===== src/rtl/div_pkg.sv =====
// Shared types and constants for the radix-2 SRT divider sequencer.
package div_pkg;

  localparam int unsigned DIV_W = 16;

  typedef enum logic [2:0] {
    IDLE = 3'd0,
    LOAD = 3'd1,
    ITER = 3'd2,
    FIX  = 3'd3,
    DONE = 3'd4
  } state_t;

  // Quotient digit codes presented to the on-the-fly converter.
  typedef enum logic [1:0] {
    DIG_ZERO = 2'b00,
    DIG_NEG  = 2'b01,
    DIG_POS  = 2'b10
  } digit_t;

  // Partial-remainder update select.
  typedef enum logic [1:0] {
    SEL_PASS = 2'b00,
    SEL_SUB  = 2'b01,
    SEL_ADD  = 2'b10
  } rsel_t;

endpackage


===== src/rtl/srt_div_ctrl_if.sv =====
// Request/result and converter-side signals of the SRT divider sequencer.
interface srt_div_ctrl_if
  import div_pkg::*;
#(
  parameter int unsigned W = DIV_W
);

  logic         start;
  logic [W-1:0] dividend;
  logic [W-1:0] divisor;
  logic         busy;
  logic         done;
  logic         err;
  logic         conv_clr;
  logic         conv_valid;
  logic [1:0]   conv_in;
  logic         use_qm;
  logic [W-1:0] rem;

  modport master (
    output start, dividend, divisor,
    input  busy, done, err, conv_clr, conv_valid, conv_in, use_qm, rem
  );

  modport slave (
    input  start, dividend, divisor,
    output busy, done, err, conv_clr, conv_valid, conv_in, use_qm, rem
  );

endinterface


===== src/rtl/srt_digit_sel.sv =====
// Quotient digit selection from the 4-bit truncated estimate of 2*R.
module srt_digit_sel
  import div_pkg::*;
(
  input  logic [3:0] i_p_top,
  output digit_t     o_digit_c,
  output rsel_t      o_sel_c
);

  // Signed estimate >= +1/2 picks +1, <= -3/4 picks -1, otherwise 0.
  always_comb begin
    o_digit_c = DIG_ZERO;
    o_sel_c   = SEL_PASS;
    if ($signed(i_p_top) >= $signed(4'b0010)) begin
      o_digit_c = DIG_POS;
      o_sel_c   = SEL_SUB;
    end else if ($signed(i_p_top) <= $signed(4'b1101)) begin
      o_digit_c = DIG_NEG;
      o_sel_c   = SEL_ADD;
    end
  end

endmodule


===== src/rtl/srt_div_ctrl.sv =====
// Radix-2 SRT fractional divide sequencer: one signed digit per ITER cycle,
// final remainder correction in FIX, result reported with a done pulse.
module srt_div_ctrl
  import div_pkg::*;
#(
  parameter int unsigned W = DIV_W
)(
  input logic           clk,
  input logic           reset,
  srt_div_ctrl_if.slave bus
);

  // Remainder/divisor: sign bit, one integer bit, W fraction bits.
  localparam int unsigned RW = W + 2;
  localparam int unsigned CW = (W > 1) ? $clog2(W) : 1;

  state_t          r_state;
  state_t          w_next;

  logic [RW-1:0]   r_part;
  logic [RW-1:0]   r_div;
  logic [CW-1:0]   r_count;

  logic            r_busy;
  logic            r_done;
  logic            r_err;
  logic            r_conv_clr;
  logic            r_conv_valid;
  digit_t          r_conv_in;
  logic            r_use_qm;
  logic [W-1:0]    r_rem;

  logic [RW-1:0]   w_r_cur;
  logic [RW-1:0]   w_d_cur;
  logic [RW-1:0]   w_p;
  logic [RW-1:0]   w_r_step;
  logic [W-1:0]    w_rem_fix;
  logic            w_op_err;
  digit_t          w_digit;
  rsel_t           w_sel;

  logic            w_busy_d;
  logic            w_done_d;
  logic            w_err_d;
  logic            w_conv_clr_d;
  logic            w_conv_valid_d;
  digit_t          w_conv_in_d;
  logic            w_use_qm_d;
  logic [W-1:0]    w_rem_d;

  // In LOAD the first digit is formed straight from the operands so that
  // its registered code lines up with the first ITER cycle.
  assign w_r_cur   = (r_state == LOAD) ? {2'b00, bus.dividend} : r_part;
  assign w_d_cur   = (r_state == LOAD) ? {2'b00, bus.divisor}  : r_div;
  assign w_p       = w_r_cur << 1;
  assign w_op_err  = !bus.divisor[W-1] || (bus.dividend >= bus.divisor);
  assign w_rem_fix = r_part[RW-1] ? W'(r_part + r_div) : r_part[W-1:0];

  srt_digit_sel u_digit_sel (
    .i_p_top   (w_p[RW-1:RW-4]),
    .o_digit_c (w_digit),
    .o_sel_c   (w_sel)
  );

  // Remainder recurrence: 3-way select of P-D / P+D / P.
  always_comb begin
    w_r_step = w_p;
    case (w_sel)
      SEL_SUB: w_r_step = w_p - w_d_cur;
      SEL_ADD: w_r_step = w_p + w_d_cur;
      default: w_r_step = w_p;
    endcase
  end

  // State register.
  always_ff @(posedge clk or negedge reset) begin
    if (!reset) r_state <= IDLE;
    else        r_state <= w_next;
  end

  // Next-state logic.
  always_comb begin
    w_next = r_state;
    case (r_state)
      IDLE:    if (bus.start) w_next = LOAD;
      LOAD:    w_next = w_op_err ? DONE : ITER;
      ITER:    if (r_count == CW'(W - 1)) w_next = FIX;
      FIX:     w_next = DONE;
      DONE:    w_next = IDLE;
      default: w_next = IDLE;
    endcase
  end

  // Output decode from the state being entered, so registered outputs track state.
  always_comb begin
    w_busy_d       = 1'b0;
    w_done_d       = 1'b0;
    w_err_d        = 1'b0;
    w_conv_clr_d   = 1'b0;
    w_conv_valid_d = 1'b0;
    w_conv_in_d    = DIG_ZERO;
    w_use_qm_d     = 1'b0;
    w_rem_d        = r_rem;
    case (w_next)
      LOAD: begin
        w_busy_d     = 1'b1;
        w_conv_clr_d = 1'b1;
      end
      ITER: begin
        w_busy_d       = 1'b1;
        w_conv_valid_d = 1'b1;
        w_conv_in_d    = w_digit;
      end
      FIX: begin
        w_busy_d = 1'b1;
      end
      DONE: begin
        w_done_d = 1'b1;
        if (r_state == LOAD) begin
          w_err_d = 1'b1;
          w_rem_d = bus.dividend;
        end else begin
          w_use_qm_d = r_part[RW-1];
          w_rem_d    = w_rem_fix;
        end
      end
      default: ;
    endcase
  end

  // Output registers.
  always_ff @(posedge clk or negedge reset) begin
    if (!reset) begin
      r_busy       <= 1'b0;
      r_done       <= 1'b0;
      r_err        <= 1'b0;
      r_conv_clr   <= 1'b0;
      r_conv_valid <= 1'b0;
      r_conv_in    <= DIG_ZERO;
      r_use_qm     <= 1'b0;
      r_rem        <= '0;
    end else begin
      r_busy       <= w_busy_d;
      r_done       <= w_done_d;
      r_err        <= w_err_d;
      r_conv_clr   <= w_conv_clr_d;
      r_conv_valid <= w_conv_valid_d;
      r_conv_in    <= w_conv_in_d;
      r_use_qm     <= w_use_qm_d;
      r_rem        <= w_rem_d;
    end
  end

  // Datapath: operand capture, partial remainder and iteration count.
  always_ff @(posedge clk or negedge reset) begin
    if (!reset) begin
      r_part  <= '0;
      r_div   <= '0;
      r_count <= '0;
    end else begin
      case (r_state)
        LOAD: begin
          r_div   <= w_d_cur;
          r_count <= '0;
          r_part  <= (w_next == ITER) ? w_r_step : w_r_cur;
        end
        ITER: begin
          if (w_next == ITER) begin
            r_part  <= w_r_step;
            r_count <= r_count + CW'(1);
          end
        end
        default: ;
      endcase
    end
  end

  assign bus.busy       = r_busy;
  assign bus.done       = r_done;
  assign bus.err        = r_err;
  assign bus.conv_clr   = r_conv_clr;
  assign bus.conv_valid = r_conv_valid;
  assign bus.conv_in    = r_conv_in;
  assign bus.use_qm     = r_use_qm;
  assign bus.rem        = r_rem;

endmodule


===== src/flat_wrapper.sv =====
// flat-port wrapper written by rule: the top's interface ports become plain ports
module srt_div_ctrl_flat import div_pkg::*;
#(
  parameter int unsigned W = DIV_W
)
  (clk, reset, bus_start, bus_dividend, bus_divisor, bus_busy, bus_done, bus_err, bus_conv_clr, bus_conv_valid, bus_conv_in, bus_use_qm, bus_rem);
  srt_div_ctrl_if #(.W(W)) bus_i ();
  input logic clk;
  input logic reset;
  input wire logic [$bits(bus_i.start)-1:0] bus_start;
  input wire logic [$bits(bus_i.dividend)-1:0] bus_dividend;
  input wire logic [$bits(bus_i.divisor)-1:0] bus_divisor;
  output wire logic [$bits(bus_i.busy)-1:0] bus_busy;
  output wire logic [$bits(bus_i.done)-1:0] bus_done;
  output wire logic [$bits(bus_i.err)-1:0] bus_err;
  output wire logic [$bits(bus_i.conv_clr)-1:0] bus_conv_clr;
  output wire logic [$bits(bus_i.conv_valid)-1:0] bus_conv_valid;
  output wire logic [$bits(bus_i.conv_in)-1:0] bus_conv_in;
  output wire logic [$bits(bus_i.use_qm)-1:0] bus_use_qm;
  output wire logic [$bits(bus_i.rem)-1:0] bus_rem;
  assign bus_i.start = bus_start;
  assign bus_i.dividend = bus_dividend;
  assign bus_i.divisor = bus_divisor;
  assign bus_busy = bus_i.busy;
  assign bus_done = bus_i.done;
  assign bus_err = bus_i.err;
  assign bus_conv_clr = bus_i.conv_clr;
  assign bus_conv_valid = bus_i.conv_valid;
  assign bus_conv_in = bus_i.conv_in;
  assign bus_use_qm = bus_i.use_qm;
  assign bus_rem = bus_i.rem;
  srt_div_ctrl #(.W(W)) u_core (.clk(clk), .reset(reset), .bus(bus_i));
endmodule

===== config.mk =====
export PLATFORM = sky130hd
export DESIGN_NAME = srt_div_ctrl_flat
export DESIGN_NICKNAME = d
export VERILOG_FILES = /design/src/rtl/div_pkg.sv /design/src/rtl/srt_div_ctrl_if.sv /design/src/rtl/srt_digit_sel.sv /design/src/rtl/srt_div_ctrl.sv /design/src/flat_wrapper.sv
export SDC_FILE = /design/constraint.sdc
export NUM_CORES = 1
export LEC_CHECK = 0
export ABC_CLOCK_PERIOD_IN_PS = 8750
export BUFFER_PORTS_ARGS = -buffer_cell sky130_fd_sc_hd__buf_2
export CAP_MARGIN = 20
export CORE_UTILIZATION = 24
export CTS_CLUSTER_DIAMETER = 40
export DETAILED_ROUTE_END_ITERATION = 6
export PLACE_DENSITY = 0.48
export SYNTH_ARGS = -nofsm -noshare
export SYNTH_HDL_FRONTEND = slang
export SYNTH_SLANG_ARGS = --single-unit

===== constraint.sdc =====
create_clock -name clk -period 8.75 [get_ports clk]
set_input_delay 0.875 -clock clk [delete_from_list [all_inputs] [get_ports clk]]
set_output_delay 0.875 -clock clk [all_outputs]
set_load 0.05 [all_outputs]

==> summary.md <==
| Metric | Value |
|---|---|
| Status | `completed` |
| Async set-reset flop share out of synthesis | `100%` |
| Synth warn | `0` |
| Post-synthesis simple-gate area fraction | `19.6%` |
| Insertion delay to the later sink of the worst-skew pair | `0.35 ns` |
| Worst Path Required | `8.97 ns` |
| Crit path kind | `flop to flop` |
| Crit share post-route | `55.4%` |
| Fillers | `2841` |
| Reg2reg path depth | `12` |
| Diode count | `0` |
| Clk slew on worst S/H paths | `0.06 ns` |
| Final Skew | `0.00804 ns` |
| Leading area contributor after synthesis | `dfrtp_1` |
| IO Pins | `59` |
| Hold Vio Cnt, Final | `0` |
| RSZ-0062 raised after global routing | `false` |
| Synthesized flop and latch total | `67` |
| RD Place Congestion | `0.808` |
| Final Setup Violations | `0` |
| CTS Root Cell | `clkbuf_16` |
| Distinct cells, synth | `72` |
| CP endpoint kind | `flop` |
| Initial core utilization | `24.4%` |
| Syn_nets | `910` |
| Crit path time final | `4.85 ns` |
| Hold Path Depth | `2` |
| Mapped Area | `6360 um2` |
| Hold Startpoint | `u_core.bus.rem[3]$_DFFE_PN0N_` |
| Core Footprint | `26100 um2` |
| # clock sinks | `67` |
| Total negative slack | `0 ns` |
| Reg2reg start | `u_core.r_state[1]$_DFF_PN0_` |
| Crit path from | `u_core.r_state[1]$_DFF_PN0_` |
| Initial antenna violation count | `0` |
| Die X-Extent | `165 um` |
| CTS tree | `built` |
| Grt ovf | `0` |
| DRT antenna net count | `0` |
| Largest net degree at the start of global routing | `68` |
| Vias per inst | `5.06` |
| Vias in the first global route | `5806` |
| Adder-Cell Fraction of Synth Area | `13.4%` |
| CTS max path bufs | `2` |
| Most common cell after layout, fill and taps aside | `nand2_1` |
| Mux cell area share after synthesis | `4.21%` |
| Most frequent cells in the layout | `nand2_1, o21ai_0, dfrtp_1, ha_1, inv_1` |
| DIE AREA | `27200 um2` |
| Worst Setup Start Kind | `flop` |
| Main combinational cell family by area after synthesis | `compound AO/OA/AOI/OAI gates` |
| Sequential cell area | `1680 um2` |
| Crit path DAT | `5.07 ns` |
| Worst slew pin tran | `1.11 ns` |
| Fmax | `206 MHz` |
| Share of layout cells above drive strength 1 | `12.7%` |
| Synth Flop Type | `dfrtp_1` |
| Worst-path maximum fanout | `30` |
| CTS resizes | `0` |
| Die H | `165 um` |
| TritonCTS buffer count | `9` |
| # rows | `59` |
| Register area share after synthesis | `26.3%` |
| Largest cells by area after synthesis | `dfrtp_1, ha_1, o21ai_0` |
| Initial DRT Pass Iterations | `5` |
| Synth Area in Compound Gates | `27.7%` |
| Post-Syn Instances | `808` |
| Hold/Removal Path Class | `flop to flop` |
| Initial DRC Count | `343` |
| EDFF count, synth | `0` |
| Tot GR Track Use | `15.6%` |
| Nets | `942` |
| Area of the multi-input gates | `4300 um2` |
| Via count | `5968` |
| XOR/XNOR Fraction of Synth Area | `2.48%` |
| Non-filler instance count after layout | `1180` |
| Post-CTS Setup Inserts | `0` |
| Global-route wire length before repair | `32800 um` |
| Detailed placement HPWL | `15600 um` |
| DRC viols | `0` |
| Routed wire length | `20400 um` |
| Post-DR wirelength/cell | `17.3 um` |
| Placed cells | `1164` |
| CTS H-tree depth | `3` |
| Hold_buf cts | `0` |
| Synth top area share | `26.3%` |
| Total of max-cap violations | `0` |
| Port Buffers | `58` |
| Slew HR | `26.0%` |
| Syn Area/Cell | `7.88 um2` |
| Synth-to-Final Area Change | `14.3%` |
| Final Slew Violations | `0` |
## cell usage after synthesis (3+ instances only)
library cell and n:
nand3_1 12, or3_1 6, a31oi_1 13, dfrtp_1 67, mux2i_1 20, a211oi_1 10, o211ai_1 5, nand2b_1 17
nor4_1 3, nand3b_1 3, and3_1 5, inv_1 63, o32ai_1 4, xnor2_1 10, o221ai_1 6, nor2b_1 8
o31a_1 3, o21bai_1 6, o21ai_0 80, nor3b_1 3, nand4_1 4, xor2_1 8, nor2_1 62, buf_2 3
or4_1 5, and2_1 7, a221oi_1 5, o311ai_0 4, nand2_1 94, a2bb2oi_1 3, o31ai_1 10, a221o_1 5
a21oi_1 53, o21a_1 10, clkbuf_1 36, or2_2 7, ha_1 65, a2111oi_0 5, nor3_1 15, a21o_1 15
mux2_2 6
## critical path, stage by stage (launching register included)
cell and delay (ns):
dfrtp_1 0.53, or3b_2 0.82, o21ai_0 0.69, inv_1 0.11, ha_1 0.38, a21o_1 0.20, or4_1 0.42, nor3_2 0.30
nor4b_4 0.10, nor4b_1 0.54, nor4_1 0.11, o41ai_1 0.41, a21oi_1 0.12
## worst paths after layout
check,to,slack (ns)
min in group asynchronous,u_core.bus.use_qm$_DFF_PN0_,0.68
min reg2reg,u_core.bus.rem[3]$_DFFE_PN0N_,0.47
max in group asynchronous,u_core.bus.rem[1]$_DFFE_PN0N_,7.47
min,u_core.bus.rem[3]$_DFFE_PN0N_,0.47
max,u_core.r_part[15]$_DFFE_PN0P_,3.90
max reg2reg,u_core.r_part[15]$_DFFE_PN0P_,3.90
## logic make-up (layout without fill, tap and decap cells)
| kind of cell | Yosys count | after routing |
|---|---|---|
| compound gates | 266 | 266 |
| simple gates | 259 | 259 |
| buf+inv | 105 | 142 |
| fa+ha+maj | 67 | 67 |
| flops | 67 | 67 |
| mux | 26 | 26 |
| xor+xnor | 18 | 18 |
## flip-flops by register name, summed over array words and instances, names as in the netlist, 2 cells and up
signal and count:
u_core.r_div 18, u_core.r_part 18, u_core.bus.rem 16, u_core.r_count 4, u_core.r_state 3, u_core.bus.conv_in 2
## area by class of cell
class | instances | area share, %
Timing Repair Buffer | 63 | 4.54
Multi-Input combinational cell | 636 | 59.1
Sequential cell | 67 | 23.0
Clock inverter | 4 | 0.654
Tap cell | 335 | 5.76
Inverter | 63 | 3.25
Clock buffer | 12 | 3.66
## routing by layer
metal | up-vias | GRT usage, % | part of all wire, %
li1 | 2974 | - | -
met1 | 2826 | 22.1 | 50
met2 | 145 | 24.5 | 45
met3 | 23 | 1.91 | 3.6
met4 | 0 | 4.92 | 1.9
met5 | - | 0 | 0
## per-stage QoR
step	setup slack (ns)	instance area (um2)	hold slack [ns]	utilization [%]
detailed placement	3.99	6960	0.468	26.7
global placement	4.07	6960	0.457	26.7
CTS	3.99	7270	0.481	27.9
global route	3.60	7270	0.510	27.9
floorplan	4.11	6360	0.450	-
finish	3.90	7270	0.469	27.9
Power is not shown: default switching activity piles up to over one toggle a cycle in this logic, so the estimate is an artifact.
